--- config.mk ---
export PLATFORM = sky130hd
export DESIGN_NAME = sram_mem_controller
export DESIGN_NICKNAME = d
export VERILOG_FILES = /design/src/rtl/sram_mem_controller.sv
export SDC_FILE = /design/constraint.sdc
export NUM_CORES = 1
export LEC_CHECK = 0
export CAP_MARGIN = 20
export CORE_ASPECT_RATIO = 1.5
export CORE_MARGIN = 2
export CORE_UTILIZATION = 39
export DETAILED_ROUTE_END_ITERATION = 7
export PLACE_DENSITY = 0.78
export SETUP_SLACK_MARGIN = 0.5
export SYNTH_ARGS = -nofsm -noshare
export SYNTH_HDL_FRONTEND = slang
export SYNTH_SLANG_ARGS = --single-unit
--- constraint.sdc ---
create_clock -name clk -period 2.5 [get_ports clk]
set_clock_uncertainty 0.15 [all_clocks]
set_input_delay 0.25 -clock clk [delete_from_list [all_inputs] [get_ports clk]]
set_output_delay 0.25 -clock clk [all_outputs]
set_load 0.1 [all_outputs]
--- src/rtl/sram_mem_controller.sv ---
// sram_mem_controller: runs 32-bit word reads/writes (addr/wdata/rd_req/wr_req -> rdata/sram_stalled/done) on a 16-bit async SRAM (sram_*) as low then high half-word phases
module sram_mem_controller #(
  parameter int WAIT_CYCLES = 1,
  parameter int ADDR_W = 17
) (
  input  logic              clk,
  input  logic              reset,
  input  logic [ADDR_W-1:0] addr,
  input  logic [31:0]       wdata,
  input  logic              rd_req,
  input  logic              wr_req,
  output logic [31:0]       rdata,
  output logic              sram_stalled,
  output logic              done,
  output logic [ADDR_W:0]   sram_addr,
  output logic [15:0]       sram_dq_out,
  input  logic [15:0]       sram_dq_in,
  output logic              sram_dq_oe,
  output logic              sram_ce_n,
  output logic              sram_oe_n,
  output logic              sram_we_n,
  output logic              sram_ub_n,
  output logic              sram_lb_n
);
  typedef enum logic [2:0] {IDLE, RD_LO, RD_HI, WR_LO, WR_HI, DONE} state_t;
  localparam logic [3:0] W = 4'(WAIT_CYCLES);
  state_t state, state_n;
  logic [3:0] cnt;
  logic [ADDR_W-1:0] addr_lat;
  logic [31:0] wdata_lat;
  logic rd, wr, hi, last;
  always_ff @(posedge clk or posedge reset)
    if (reset) state <= IDLE;
    else state <= state_n;
  always_comb begin
    rd = state == RD_LO || state == RD_HI;
    wr = state == WR_LO || state == WR_HI;
    hi = state == RD_HI || state == WR_HI;
    last = cnt == W;
    state_n = state;
    case (state)
      IDLE:    state_n = wr_req ? WR_LO : rd_req ? RD_LO : IDLE;
      RD_LO:   state_n = last ? RD_HI : RD_LO;
      RD_HI:   state_n = last ? DONE : RD_HI;
      WR_LO:   state_n = last ? WR_HI : WR_LO;
      WR_HI:   state_n = last ? DONE : WR_HI;
      default: state_n = IDLE;
    endcase
    sram_ce_n = !(rd || wr);
    sram_ub_n = !(rd || wr);
    sram_lb_n = !(rd || wr);
    sram_oe_n = !rd;
    sram_we_n = !(wr && (!last || W == 4'd0));
    sram_dq_oe = wr;
    sram_dq_out = wr ? (hi ? wdata_lat[31:16] : wdata_lat[15:0]) : 16'h0;
    sram_addr = {addr_lat, hi};
    done = state == DONE;
    sram_stalled = (rd || wr) || (state == IDLE && (rd_req || wr_req));
  end
  always_ff @(posedge clk or posedge reset)
    if (reset) begin
      cnt <= 4'd0;
      addr_lat <= '0;
      wdata_lat <= 32'h0;
      rdata <= 32'h0;
    end else begin
      cnt <= ((rd || wr) && !last) ? cnt + 4'd1 : 4'd0;
      if (state == IDLE && (rd_req || wr_req)) addr_lat <= addr;
      if (state == IDLE && wr_req) wdata_lat <= wdata;
      if (rd && last && hi) rdata[31:16] <= sram_dq_in;
      if (rd && last && !hi) rdata[15:0] <= sram_dq_in;
    end
endmodule

==> flow_summary.toml, run 1 <==
[global_route]
track_usage_pct = 18.3
antenna_found_initial = 0
first_global_vias = 2932
grt_max_degree = 49
grt_pass1_wl_mm = 14.5
overflow = 0

[synth]
ys_ff_latch = 88
ys_warn_count = 0
syn-num-nets = 318
syn_area_um2 = 3680
ys_types = 35
netlist_instances = 247
synthTopCellsByCount = "88 x dfrtp_1, 71 x mux2_2, 16 x a22o_1"
yosysMostFrequentCell = "dfrtp_1"
ys_top_cells_by_area = "dfrtp_1 60%, mux2_2 22%, mux2_4 4.1%"
synthFlopType = "dfrtp_1"
synth_edf_count = 0
synthArstFlopShare_pct = 100
seq_area_frac_synth_pct = 59.8
yosysTopAreaCellShare_pct = 59.8
synth_area_leader_cell = "dfrtp_1"
syn_avg_cell_area_um2 = 14.9

[setup_path]
crit_slowest_cell = "or4b_4"
cp-endpoint = "rdata[6]$_DFFE_PP0P_"
startpoint = "cnt[1]$_DFF_PP0_"
cp.arrival_ns = 2.34
critPathMaxStageDelay_ns = 0.62
r2r_cells = 5
reg2reg_to = "rdata[6]$_DFFE_PP0P_"
worstReg2RegStart = "cnt[1]$_DFF_PP0_"
critPathKind = "flop to flop"
crit_chain = "inv_1 > ha_2 > or3b_4 > or4b_4 > mux2_4"
r2r_slack_ns = 0.24
crit_fanout = 8
startpoint_type = "flop"
crit_path_end_kind = "flop"
crit_required_ns = 2.57

[sta]
fmaxAchievable_mhz = 442
tns_ns = 0
grt_setup_unrepaired = "true"
slew_violations = 0
finalHoldViolCount = 0
worst_hold_slack_ns = 0.152
period_needed_ns = 2.26
final-setup-viol-count = 0
finalCritPeriodShare_pct = 90.6
worst_slew_pin_slew_ns = 0.512
maxSlewHeadroom_pct = 65.8

[outcome]
status = "completed"

[cts]
clock_path_buffers = 2
cts_tree = "yes"
numCtsBuffers = 9
hold_buffers = 0
clockRootBuffer = "clkbuf_16"
insertion_delay_ns = 0.34
clock-sinks = 88
clk_pin_slew_worst_paths_ns = 0.06
htreeDepth = 3

[die]
dieArea_um2 = 10300
die-width_um = 83.3
start_util_pct = 40.0
die_h_um = 123
boundaryPins = 143
num_rows = 43
core_um2 = 9200

[run]
max-cap-violations = 0

[placed_design]
port_buffers = 142
placed_cell_area_um2 = 5440
dpl.hpwl_mm = 6.29
dpl.cell_count = 490
place_congestion = 0.752

[min_path]
hp-class = "input port to asynchronous set/reset pin"

[cells_and_area]
fin_cells = 531
postLayoutCellArea_um2 = 6210
final_nets = 485
drive_above_1_share_pct = 57.5
num_antenna_cells = 0
syn2layout_area_growth_pct = 68.6

[detailed_routing]
wl_per_cell_um = 17.5
vias_per_cell = 5.00
drtIter0Drc = 62
first_pass_iters = 4
postRouteAntennaNets = 0
drc = 0
via_count = 2657
wl_mm = 9.30
-- how the worst min path moves through the flow --
stage	from	end	slack, ns	cells after the start
after global placement	cnt[0]$_DFF_PP0_	cnt[0]$_DFF_PP0_	0.32	1
final	reset	wdata_lat[10]$_DFFE_PP0P_	0.15	2
after global routing	reset	wdata_lat[10]$_DFFE_PP0P_	0.18	2
after floorplan	sram_dq_in[0]	rdata[0]$_DFFE_PP0P_	0.25	1
after detailed placement	rdata[28]$_DFFE_PP0P_	rdata[28]$_DFFE_PP0P_	0.34	1
after CTS	reset	wdata_lat[10]$_DFFE_PP0P_	0.16	2
-- cell type report --
cell class              count  area (µm²)
flip-flops and latches     88        2210
clock inverters             7         119
multi-input cells         141        1620
clock buffers               9         225
well taps                 112         140
repair buffers            172        1890
fillers                   647        2990
inverters                   2        11.3
-- metrics by stage --
stage / utilization, % / setup WS [ns]
after floorplan: - / 0.132
after global placement: 59.2 / 0.114
after detailed placement: 59.2 / 0.0358
after CTS: 64.1 / 0.243
after global routing: 67.5 / 0.200
final: 67.5 / 0.236
-- critical path: cells and delay by family, from the launching register on --
family / cells / cell delay [ns]
buffers and inverters: 1 / 0.06
flip-flops: 1 / 0.39
multiplexers: 1 / 0.34
adder cells (fa/ha/maj): 1 / 0.18
AND/OR/NAND/NOR: 2 / 1.04
-- cell families after synthesis --
logic type	after synthesis	synth area share (%)
flip-flops	88	59.8
multiplexers	81	25.8
AND/OR/NAND/NOR	31	5.13
AO/OA/AOI/OAI	21	4.65
buffers and inverters	21	3.23
XOR/XNOR	3	0.714
adder cells (fa/ha/maj)	2	0.679
-- routing by layer --
layer  global-route usage (%)  wire length (µm)
met3                     4.94               570
met2                     33.1              5100
met4                     10.2               267
met5                        0                 0
met1                     19.2              3360
-- placed cells by master (no fill, tap or decap), types with 2 or more instances in the layout --
| cell type | instances |
|---|---|
| dfrtp_1 | 85 |
| mux2_2 | 71 |
| clkdlybuf4s50_1 | 68 |
| buf_4 | 66 |
| buf_12 | 28 |
| a22o_4 | 16 |
| clkbuf_16 | 12 |
| mux2_4 | 10 |
| nor2_1 | 7 |
| buf_6 | 7 |
| or3_4 | 4 |
| nand3_1 | 3 |
| clkinvlp_4 | 3 |
| bufinv_16 | 3 |
| dfrtp_2 | 3 |
| xor2_1 | 2 |
| nand2b_1 | 2 |
| nand2_1 | 2 |
| or4b_4 | 2 |
-- flip-flops by register name, indices dropped and copies added (netlist names) --
register and flops:
state 3, addr_lat 17, cnt 4, wdata_lat 32, rdata 32
-- repair_timing --
item                       CTS  global route
resized for setup           16            27
setup endpoints to repair   72            91
cloned                       2             4
buffers inserted             6            13
pin swaps                    2            10
Power of run 1 is left out: the tool's default activity adds up to more than one toggle a clock period on the data nets, which glitch-free logic cannot reach.
==> inputs of run 2 (changes only) <==
- CORE_UTILIZATION: 39 -> 41
- CTS_BUF_LIST: not set -> sky130_fd_sc_hd__clkbuf_2 sky130_fd_sc_hd__clkbuf_4 sky130_fd_sc_hd__clkbuf_8
- PLACE_DENSITY: 0.78 -> 0.81
==> run 2 against run 1 <==
Compared with the run above:
- die area decreased by 4.7%
- flip-flop and latch count unchanged
- global-route usage grew 1.1 points
- critical endpoint is now rdata[3]$_DFFE_PP0P_
- fmax is 1.6% higher
- final cell count shrank 0.94%
- final area hardly changed
==> flow_summary.toml, run 2 (synthesis results as in run 1) <==
[setup_path]
r2r_cells = 5
crit_buf_inv = 1
startpoint_type = "flop"
critPathKind = "flop to flop"
worstReg2RegStart = "cnt[1]$_DFF_PP0_"
critPathTopFamily = "simple AND/OR/NAND/NOR gates"
crit_fanout = 8
crit_required_ns = 2.59
reg2reg_to = "rdata[3]$_DFFE_PP0P_"
crit_chain = "inv_2 > ha_4 > or3b_4 > or4b_4 > mux2_4"
cp.arrival_ns = 2.32
crit_path_end_kind = "flop"
r2r_slack_ns = 0.27
crit_slowest_cell = "or4b_4"
critPathMaxStageDelay_ns = 0.65

[cells_and_area]
final_common_cell = "dfrtp_1"
utilization_pct = 70.8
num_antenna_cells = 0
drive_above_1_share_pct = 57.9
syn2layout_area_growth_pct = 68.6
final_nets = 482
mostFrequentLayoutCells = "84 x dfrtp_1, 68 x clkdlybuf4s50_1, 65 x buf_4"
reg_top3 = "rdata (32), wdata_lat (32), addr_lat (17)"

[sta]
grt_setup_unrepaired = "true"
finalHoldViolCount = 0
maxSlewHeadroom_pct = 61.8
setup_slack_ns = 0.272
period_needed_ns = 2.23
tns_ns = 0
finalCritPeriodShare_pct = 89.1
final-setup-viol-count = 0
worst_slew_pin_slew_ns = 0.573
fmaxAchievable_mhz = 449
slew_violations = 0

[global_route]
first_global_vias = 2892
antenna_found_initial = 0
grt_pass1_wl_mm = 14.3
track_usage_pct = 19.4
grt_max_degree = 45
overflow = 0

[outcome]
status = "completed"

[cts]
clk_pin_slew_worst_paths_ns = 0.09
htreeDepth = 3
clockRootBuffer = "clkbuf_8"
clock_path_buffers = 2
cts_tree = "yes"
clock-sinks = 88
insertion_delay_ns = 0.35
numCtsBuffers = 9

[detailed_routing]
drc = 0
postRouteAntennaNets = 0
via_count = 2668
wl_mm = 9.88
vias_per_cell = 5.07
first_pass_iters = 4
drtIter0Drc = 96
wl_per_cell_um = 18.8

[die]
boundaryPins = 143
dieArea_um2 = 9770
die_h_um = 120
core_um2 = 8780
die-width_um = 81.4
num_rows = 42
start_util_pct = 42.0

[placed_design]
place_congestion = 0.726
port_buffers = 142
pre_cts_ws_ns = 0.0961
dpl.hpwl_mm = 6.08

[min_path]
hp-class = "input port to asynchronous set/reset pin"

[run]
max-cap-violations = 0
## run 2: metal layers
metal | vias up | GRT usage, % | wire, µm
met4 | 0 | 7.52 | 163
met3 | 11 | 5.64 | 487
li1 | 1211 | - | -
met5 | - | 0 | 0
met2 | 88 | 33.4 | 5500
met1 | 1358 | 22.0 | 3730
## run 2: cell type report
class,count,area (µm²)
well taps,110,138
fillers,587,2570
inverters,2,11.3
multi-input cells,140,1730
clock inverters,6,82.6
clock buffers,10,138
flip-flops and latches,88,2210
repair buffers,170,1900
## run 2: metrics by stage
step	std cells	hold WS, ns	instance area (µm²)
floorplan	247	0.249	3860
global placement	486	0.320	5410
detailed placement	486	0.341	5410
CTS	517	0.258	5840
global route	526	0.301	6210
finish	526	0.264	6210
## run 2: worst register-to-register path, cell delays in order, from the launching register on
cell and delay [ns]:
dfrtp_1 0.39, inv_2 0.07, ha_4 0.12, or3b_4 0.39, or4b_4 0.65, mux2_4 0.34
## run 2: worst max-delay path by stage
stage / to / start / slack (ns) / depth (start not counted)
detailed placement: rdata[27]$_DFFE_PP0P_ / cnt[1]$_DFF_PP0_ / 0.1 / 5
CTS: rdata[3]$_DFFE_PP0P_ / cnt[1]$_DFF_PP0_ / 0.26 / 5
floorplan: rdata[0]$_DFFE_PP0P_ / cnt[1]$_DFF_PP0_ / 0.13 / 8
finish: rdata[3]$_DFFE_PP0P_ / cnt[1]$_DFF_PP0_ / 0.27 / 5
global route: rdata[3]$_DFFE_PP0P_ / cnt[1]$_DFF_PP0_ / 0.22 / 5
global placement: rdata[18]$_DFFE_PP0P_ / cnt[1]$_DFF_PP0_ / 0.15 / 5
## run 2: timing repair
action / in CTS / in global routing
setup endpoints to repair: 73 / 90
cloned: 2 / 6
resized for setup: 19 / 53
setup buffers: 13 / 3
hold buffers: 0 / 0
pin swaps: 8 / 10
Power of run 2 is left out for the same reason.
==> inputs of run 3 (changes only) <==
- ABC_AREA: not set -> 1
- CORE_MARGIN: 2 -> 5
- PLACE_DENSITY: 0.81 -> 0.8
==> run 3 against run 2 <==
Compared with the run above:
- via count increased by 39%
- utilization about the same
- final cell count increased by 37%
- synthesized area rose by 2.4%
- synthesized cell count up 78%
- flip-flop and latch count is the same
- die area up 15%
- critical path type is now flop to output port
==> flow_summary.toml, run 3 <==
[synth]
synthArstFlopShare_pct = 100
synthFlopType = "dfrtp_1"
ys_warn_count = 0
syn_area_um2 = 3770
ys_types = 24
yosysTopAreaCellShare_pct = 58.4
yosysMostFrequentCell = "nand2_1"
synth_edf_count = 0
ys_top_cells_by_area = "dfrtp_1 58%, nand2_1 18%, nand3_1 7.0%"
synth_area_leader_cell = "dfrtp_1"
netlist_instances = 440
syn-num-nets = 511
ys_ff_latch = 88
syn_avg_cell_area_um2 = 8.57
synthTopCellsByCount = "179 x nand2_1, 88 x dfrtp_1, 53 x nand3_1"
seq_area_frac_synth_pct = 58.4

[placed_design]
place_congestion = 0.837
dpl.hpwl_mm = 7.69
port_buffers = 142

[cts]
hold_buffers = 0
clockRootBuffer = "clkbuf_8"
numCtsBuffers = 9
clock_path_buffers = 2
clock-sinks = 88
cts_tree = "yes"
insertion_delay_ns = 0.35
clk_pin_slew_worst_paths_ns = 0.09
htreeDepth = 3

[cells_and_area]
final_nets = 674
reg_top3 = "rdata (32), wdata_lat (32), addr_lat (17)"
syn2layout_area_growth_pct = 71.7
drive_above_1_share_pct = 32.4
final_common_cell = "nand2_1"
mostFrequentLayoutCells = "156 x nand2_1, 85 x dfrtp_1, 68 x clkdlybuf4s50_1, 68 x buf_4, 38 x nand3_1"
num_antenna_cells = 0

[global_route]
antenna_found_initial = 0
track_usage_pct = 20.7
grt_max_degree = 89
first_global_vias = 3675
overflow = 0
grt_pass1_wl_mm = 18.2

[detailed_routing]
wl_mm = 12.2
drc = 0
first_pass_iters = 5
postRouteAntennaNets = 0
via_count = 3717
vias_per_cell = 5.16
wl_per_cell_um = 17.0
drtIter0Drc = 187

[die]
core_um2 = 9150
die_h_um = 127
die-width_um = 88.3
dieArea_um2 = 11300
num_rows = 43
boundaryPins = 143
start_util_pct = 41.2

[setup_path]
crit_slowest_cell = "dfrtp_2"
crit_top_cell = "buf_6"
crit_chain = "buf_6 > nand3_4 > buf_6 > nand2_8 > nand2_2 > a21oi_4 > buf_12"
critPathKind = "flop to output port"
startpoint_type = "flop"
crit_path_end_kind = "output port"
crit_required_ns = 2.10
critPathMaxStageDelay_ns = 0.46
crit_fanout = 8
cp.arrival_ns = 1.84

[sta]
final-setup-viol-count = 0
finalHoldViolCount = 0
maxSlewHeadroom_pct = 69.0
fmaxAchievable_mhz = 446
slew_violations = 0
period_needed_ns = 2.24
worst_slew_pin_slew_ns = 0.465
finalCritPeriodShare_pct = 89.6
grt_setup_unrepaired = "true"
tns_ns = 0

[min_path]
hp-class = "input port to asynchronous set/reset pin"

[run]
max-cap-violations = 0

[outcome]
status = "completed"
run 3: cells by family (layout without fill, tap and decap cells):
family	count (synthesis)	count (layout)	share of synthesized area, %
simple gates	244	247	26.9
flops	88	88	58.4
buf+inv	53	218	6.67
compound gates	51	51	6.93
fa+ha+maj	2	2	0.663
xor+xnor	2	2	0.465
run 3: worst max-delay path: cells and delay by family, from the launching register on:
family                 cells  cell delay [ns]
and+or+nand+nor            3             0.34
buffers and inverters      3             0.50
DFF                        1             0.46
AOI/OAI and AO/OA          1             0.19
run 3: timing repair:
item / in CTS / in global routing
pin swaps: 22 / 13
hold endpoints to repair: 0 / 0
setup endpoints to repair: 22 / 40
gates cloned: 4 / 2
gates resized for setup: 57 / 20
setup buffers: 21 / 3
run 3: routing by layer:
layer / up-vias / track usage, % / wire [µm]
li1: 1726 / - / -
met1: 1799 / 24.3 / 4610
met2: 163 / 36.0 / 6530
met4: 0 / 8.63 / 291
met3: 29 / 4.52 / 802
met5: - / 0 / 0
run 3: cell type report:
type / instances / area (µm²)
clock buffers: 9 / 124
clock inverters: 7 / 96.3
fillers: 619 / 2670
inverters: 26 / 126
multi-input cells: 302 / 1830
flip-flops and latches: 88 / 2210
well taps: 112 / 140
repair buffers: 176 / 1950
run 3: stage by stage:
step	utilization (%)	cell area [µm²]	hold WS [ns]	setup slack (ns)	std cells
after global routing	70.8	6480	0.237	0.197	720
after detailed placement	61.0	5580	0.309	0.463	674
after floorplan	-	4010	0.210	0.174	440
final	70.8	6480	0.200	0.260	720
after global placement	61.0	5580	0.304	0.521	674
after CTS	68.7	6290	0.222	0.321	715
run 3: final timing paths:
path,end,startpoint,slack (ns),depth (start not counted)
min in group clk,addr_lat[6]$_DFFE_PP0P_,addr[6],0.26,3
worst min-delay path,rdata[27]$_DFFE_PP0P_,reset,0.20,3
worst max-delay path,sram_dq_out[1],state[1]$_DFF_PP0_,0.26,7
max in group asynchronous,state[2]$_DFF_PP0_,reset,1.62,3
worst max register to register,rdata[0]$_DFFE_PP0P_,cnt[0]$_DFF_PP0_,0.69,6
worst min register to register,wdata_lat[13]$_DFFE_PP0P_,wdata_lat[13]$_DFFE_PP0P_,0.33,2
Power of run 3 is left out for the same reason.
